<file path="config.mk">
export PLATFORM = sky130hd
export DESIGN_NAME = lcd_text_ctrl
export DESIGN_NICKNAME = d
export VERILOG_FILES = /design/src/rtl/lcd_text_pkg.sv /design/src/rtl/text_ram_dp.sv /design/src/rtl/lcd_text_ctrl.sv
export SDC_FILE = /design/constraint.sdc
export NUM_CORES = 1
export LEC_CHECK = 0
export ABC_CLOCK_PERIOD_IN_PS = 5300
export BUFFER_PORTS_ARGS = -buffer_cell sky130_fd_sc_hd__clkbuf_2
export CORE_MARGIN = 8
export CORE_UTILIZATION = 40
export CTS_CLUSTER_DIAMETER = 200
export DETAILED_ROUTE_END_ITERATION = 7
export REMOVE_ABC_BUFFERS = 1
export SLEW_MARGIN = 20
export SYNTH_ARGS = -nofsm -noshare
export SYNTH_HDL_FRONTEND = slang
export SYNTH_HIERARCHICAL = 1
export SYNTH_SLANG_ARGS = --single-unit
</file>
<file path="constraint.sdc">
create_clock -name clk -period 5.3 [get_ports clk]
set_input_delay 0.53 -clock clk [delete_from_list [all_inputs] [get_ports clk]]
set_output_delay 0.53 -clock clk [all_outputs]
set_load 0.005 [all_outputs]
</file>
<file path="src/rtl/lcd_text_pkg.sv">
// Text-mode geometry, control-byte values and FSM encoding shared by the text
// controller and the ST7920 refresher.
package lcd_text_pkg;

    localparam int COLS      = 16;
    localparam int ROWS      = 4;
    localparam int RAM_DEPTH = COLS * ROWS;

    localparam logic [3:0] LAST_COL = 4'd15;
    localparam logic [1:0] LAST_ROW = 2'd3;
    localparam logic [5:0] LAST_IDX = 6'd63;
    localparam logic [5:0] ROW1_IDX = 6'd16;
    localparam logic [5:0] ROW3_IDX = 6'd48;

    localparam logic [7:0] CR    = 8'h0D;
    localparam logic [7:0] LF    = 8'h0A;
    localparam logic [7:0] BS    = 8'h08;
    localparam logic [7:0] FF    = 8'h0C;
    localparam logic [7:0] SPACE = 8'h20;

    typedef enum logic [2:0] {
        ST_IDLE      = 3'd0,
        ST_CLEAR     = 3'd1,
        ST_SCR_RD    = 3'd2,
        ST_SCR_WR    = 3'd3,
        ST_SCR_BLANK = 3'd4
    } state_t;

    function automatic logic is_printable(input logic [7:0] b);
        return (b >= 8'h20) && (b <= 8'h7E);
    endfunction

endpackage

</file>
<file path="src/rtl/text_ram_dp.sv">
// 64x8 character RAM: port A is the refresher's read-only port, port B is the
// controller's read/write port. Both reads are registered and return old data on a write.
module text_ram_dp (
    input  logic       clk,
    input  logic       rst,
    input  logic [5:0] addr_a,
    output logic [7:0] dout_a,
    input  logic [5:0] addr_b,
    input  logic       we_b,
    input  logic [7:0] din_b,
    output logic [7:0] dout_b
);

    logic [7:0] mem [64];

    always_ff @(posedge clk) begin
        if (we_b) begin
            mem[addr_b] <= din_b;
        end
        dout_b <= mem[addr_b];
    end

    // Only the output register is reset; the array itself has no reset.
    always_ff @(posedge clk) begin
        if (rst) begin
            dout_a <= 8'h00;
        end else begin
            dout_a <= mem[addr_a];
        end
    end

endmodule

</file>
<file path="src/rtl/lcd_text_ctrl.sv">
// Turns a character stream into writes to the 4x16 text RAM, tracks the cursor,
// and runs the multi-cycle clear and scroll-up sequences.
module lcd_text_ctrl
    import lcd_text_pkg::*;
#(
    parameter logic [7:0] FILL_CHAR  = 8'h20,
    parameter bit         INIT_CLEAR = 1'b1
) (
    input  logic       clk,
    input  logic       rst,
    input  logic [5:0] disp_addr,
    output logic [7:0] disp_data,
    input  logic       ch_valid,
    input  logic [7:0] ch_data,
    output logic       ch_ready,
    output logic [1:0] cursor_row,
    output logic [3:0] cursor_col,
    output logic       busy,
    output state_t     dbg_state
);

    state_t     state;
    logic [5:0] idx;
    logic [1:0] row;
    logic [3:0] col;

    logic       we_b;
    logic [5:0] addr_b;
    logic [7:0] din_b;
    logic [7:0] dout_b;

    // Handshake: a byte transfers on a rising clk edge where ch_valid && ch_ready;
    // ch_ready is high only in IDLE, and the producer keeps ch_valid/ch_data stable until then.
    logic xfer;
    assign xfer     = ch_valid && ch_ready;
    assign ch_ready = (state == ST_IDLE);
    assign busy     = (state != ST_IDLE);

    assign cursor_row = row;
    assign cursor_col = col;
    assign dbg_state  = state;

    always_comb begin
        we_b   = 1'b0;
        addr_b = {row, col};
        din_b  = FILL_CHAR;
        case (state)
            ST_IDLE: begin
                if (xfer && is_printable(ch_data)) begin
                    we_b  = 1'b1;
                    din_b = ch_data;
                end else if (xfer && ch_data == BS && col != 4'd0) begin
                    we_b   = 1'b1;
                    addr_b = {row, col - 4'd1};
                end
            end
            ST_CLEAR, ST_SCR_BLANK: begin
                we_b   = 1'b1;
                addr_b = idx;
            end
            ST_SCR_RD: addr_b = idx;
            ST_SCR_WR: begin
                we_b   = 1'b1;
                addr_b = idx - ROW1_IDX;
                din_b  = dout_b;
            end
            default: ;
        endcase
        if (rst) begin
            we_b = 1'b0;
        end
    end

    always_ff @(posedge clk) begin
        if (rst) begin
            state <= INIT_CLEAR ? ST_CLEAR : ST_IDLE;
            idx   <= 6'd0;
            row   <= 2'd0;
            col   <= 4'd0;
        end else begin
            case (state)
                ST_IDLE: begin
                    if (xfer) begin
                        if (is_printable(ch_data)) begin
                            if (col != LAST_COL) begin
                                col <= col + 4'd1;
                            end else begin
                                col <= 4'd0;
                                if (row != LAST_ROW) begin
                                    row <= row + 2'd1;
                                end else begin
                                    state <= ST_SCR_RD;
                                    idx   <= ROW1_IDX;
                                end
                            end
                        end else begin
                            case (ch_data)
                                CR: col <= 4'd0;
                                LF: begin
                                    col <= 4'd0;
                                    if (row != LAST_ROW) begin
                                        row <= row + 2'd1;
                                    end else begin
                                        state <= ST_SCR_RD;
                                        idx   <= ROW1_IDX;
                                    end
                                end
                                BS: if (col != 4'd0) col <= col - 4'd1;
                                FF: begin
                                    state <= ST_CLEAR;
                                    idx   <= 6'd0;
                                    row   <= 2'd0;
                                    col   <= 4'd0;
                                end
                                default: ;
                            endcase
                        end
                    end
                end
                ST_CLEAR, ST_SCR_BLANK: begin
                    if (idx == LAST_IDX) begin
                        idx   <= 6'd0;
                        state <= ST_IDLE;
                    end else begin
                        idx <= idx + 6'd1;
                    end
                end
                ST_SCR_RD: state <= ST_SCR_WR;
                // The byte read in SCR_RD lands one row up; the last row is then blanked.
                ST_SCR_WR: begin
                    if (idx == LAST_IDX) begin
                        idx   <= ROW3_IDX;
                        state <= ST_SCR_BLANK;
                    end else begin
                        idx   <= idx + 6'd1;
                        state <= ST_SCR_RD;
                    end
                end
                default: state <= ST_IDLE;
            endcase
        end
    end

    text_ram_dp u_ram (
        .clk    (clk),
        .rst    (rst),
        .addr_a (disp_addr),
        .dout_a (disp_data),
        .addr_b (addr_b),
        .we_b   (we_b),
        .din_b  (din_b),
        .dout_b (dout_b)
    );

endmodule

</file>
==> results.md <==
- Share of layout cells above drive strength 1: 0.285
- Reg-to-reg critical path endpoint: u_ram/dout_b[2]
- Die Ht: 271 um
- Post-CTS sizing: 0
- Setup crit end: u_ram/dout_b[2]
- Worst slew margin: 0.208
- Final HPWL DP: 58.8 mm
- H-Tree Level Count: 2
- Die width: 271 um
- Clk Latency, worst-skew pair: 0.64 ns
- Ports: 36
- RePlAce Congestion: 0.959
- Synth cell types: 83
- WL/cell: 32.7 um
- DR vias: 17.1k
- Synthesized cell area: 26100 sq um
- DR vias/cell: 6.48
- Post-Synth Simple-Gate Area: 0.0616
- Type of origin of the critical path: register
- Post-CTS Setup Repair Bufs: 0
- Worst VDD drop: 0.217 mV
- Pleak: 10.5 nW
- Largest family of logic cells by synthesized area: multiplexers
- Drt total wl: 86.2 mm
- Multiplexer area fraction after synthesis: 0.206
- Cts hold-fix bufs: 0
- Hold depth: 4
- Clock-pin slew of the registers on the worst-case setup and hold paths: 0.06 ns
- DRC errors left: 0
- Antenna violations before repair: 3
- Starting density of the core: 0.405
- Main synth FF type: edfxtp_1
- TritonCTS buffer count: 57
- Worst-Margin Slew: 1.19 ns
- Number of synthesized flops with an enable pin: 512
- Clock skew: 0.0375 ns
- Tot GR Track Use: 0.229
- Design Area, Final: 29700 sq um
- Crit-path max FO: 32
- Vias in the first global route: 17.0k
- IO Port Bufs: 35
- Placement Cell Area: 27800 sq um
- Post-route ant nets: 0
- Die area: 73700 sq um
- Ys Warns: 6
- Period minus WS final: 4.91 ns
- Flops & latches, synth: 543
- Crit path kind: reg2reg
- Rows: 93
- CTS tree: yes
- Core Region: 64500 sq um
- Avg Synthesized Cell Area: 15.9 sq um
- First-pass GRT wire length: 125 mm
- Reg2Reg Setup Slack: 0.39 ns
- Worst Path Arrival: 5.30 ns
- Highest clock rate: 0.204 GHz
- Largest net degree at the start of global routing: 65
- Count of final hold-check violations: 0
- Clk root buf: clkbuf_16
- Final Cycle Share: 0.926
- Synth Instances: 1645
- Worst reg2reg path startpoint: cursor_col[0]
- Setup violators final: 0
- RSZ-0062 raised after global routing: no
- Hold WC Path Type: in2reg
- Crit path from: cursor_col[0]
- Drt first-iter violations: 2571
- Post-synthesis adder-cell area fraction: 0.00192
- Number of max-cap violations: 0
- Hold Slack: 0.405 ns
- Register area share after synthesis: 0.613
- Worst-case clock buffer depth: 3
- Critical path required time: 5.69 ns
- Pwr dens: 319 nW/um^2
- Final Max Slew Viols: 0
- Syn-to-layout area delta: 13.6%
- Outcome: finished clean
- Total clock sinks: 543
- Drt first pass iters: 6
- Asr flop ratio synth: 0
- Grt total ovfl: 0
- R2R cell count: 15
- CP endpoint kind: register
- Final #Nets: 1757
- Xor/xnor share of the synthesized area: 0.00134
- Compound-gate portion of the synthesized area: 0.0885
-- synthesized netlist by cell type (all sizes together), types with 6 or more instances --
cell type	n	area share
inv	12	0.0017
o2bb2ai	6	0.0020
o21ai	54	0.010
buf	81	0.020
nor2b	19	0.0046
mux2	35	0.015
a21oi	51	0.0099
a221oi	25	0.0091
nand3	18	0.0035
a211oi	18	0.0054
dfxtp	31	0.024
clkbuf	47	0.0068
mux2i	60	0.023
a22o	21	0.0070
or2	8	0.0019
o22ai	40	0.0096
a31oi	6	0.0017
a22oi	30	0.0086
edfxtp	512	0.59
mux4	194	0.17
and2	8	0.0020
o221ai	9	0.0030
nor3	21	0.0047
o211ai	12	0.0035
nor2	135	0.020
nand2	75	0.011
and3	7	0.0017
nand2b	18	0.0043
-- cell families after synthesis --
| logic type | Yosys count |
|---|---|
| compound gates | 326 |
| xor+xnor | 4 |
| fa+ha+maj | 4 |
| buf+inv | 140 |
| flops | 543 |
| mux | 289 |
| simple gates | 339 |
-- how the worst min path moves through the flow --
stage                     startpoint            to  slack, ns
final                       ch_valid  dbg_state[1]       0.41
after global routing        ch_valid  dbg_state[1]       0.42
after CTS                   ch_valid  dbg_state[1]       0.37
after detailed placement      idx[5]        idx[5]       0.51
after global placement        idx[5]        idx[5]       0.49
after floorplan               idx[5]        idx[5]       0.46
-- stage by stage --
stage | setup TNS (ns) | setup WS [ns] | std cells | power [mW] | util
final | 0 | 0.392 | 2638 | 9.46 | 0.460
after global routing | 0 | 0.182 | 2635 | 9.70 | 0.460
after CTS | 0 | 0.602 | 2635 | 9.50 | 0.460
after detailed placement | 0 | 0.659 | 2532 | 5.48 | 0.431
after global placement | 0 | 0.600 | 2532 | 5.48 | 0.430
after floorplan | -3374.25 | -7.30 | 1517 | 5.17 | -
-- layer usage --
| metal | GRT usage | wire (um) | vias up |
|---|---|---|---|
| met5 | 0 | 13 | - |
| met4 | 0.0768 | 3080 | 2 |
| met3 | 0.0566 | 9320 | 173 |
| met2 | 0.357 | 39800 | 1025 |
| met1 | 0.314 | 34000 | 8915 |
| li1 | - | - | 6969 |
-- placed cells by master, fill, tap and decap left out, drive strengths merged, types with 25 or more instances in the layout --
| cell | synthesis | layout |
|---|---|---|
| nand2 | 75 | 75 |
| mux2i | 60 | 60 |
| clkbuf | 47 | 110 |
| a22oi | 30 | 30 |
| o21ai | 54 | 54 |
| a21oi | 51 | 51 |
| mux4 | 194 | 194 |
| buf | 81 | 128 |
| o22ai | 40 | 40 |
| dfxtp | 31 | 31 |
| nor2 | 135 | 135 |
| a221oi | 25 | 25 |
| mux2 | 35 | 35 |
| edfxtp | 512 | 512 |
-- registers in the layout, indices dropped and copies added (netlist names) --
name and count:
u_ram/dout_b 8, dbg_state 3, u_ram/mem 512, u_ram/dout_a 8, cursor_col 4, idx 6
cursor_row 2
-- where the power goes --
part           internal [mW]  total [mW]  switching, mW
clock                   2.37        4.06           1.69
combinational          0.258       0.732          0.474
sequential              4.65        4.67         0.0220
-- critical path, cell delays in order, from the launching register on --
cell       delay (ns)
dfxtp_1          0.36
inv_1            0.16
ha_1             0.27
or3b_1           0.37
and4_4           0.18
nand2_1          0.10
nor2_1           0.06
or4_1            0.56
o21ai_4          0.23
buf_12           0.30
mux2i_1          0.32
nor3_1           0.07
a2111oi_0        0.94
o21ai_0          0.17
nand3_1          0.25
o2111ai_1        0.30
-- layout make-up --
cell class              instances  area (sq um)
diodes                          3          7.51
clock buffers                  78          1620
clock inverters                25           272
fillers                      5615         34800
inverters                      12          45.0
multi-input cells             962          9430
flip-flops and latches        543         16000
well taps                     855          1070
repair buffers                160          1210
Power figures use the tool's default switching activity.
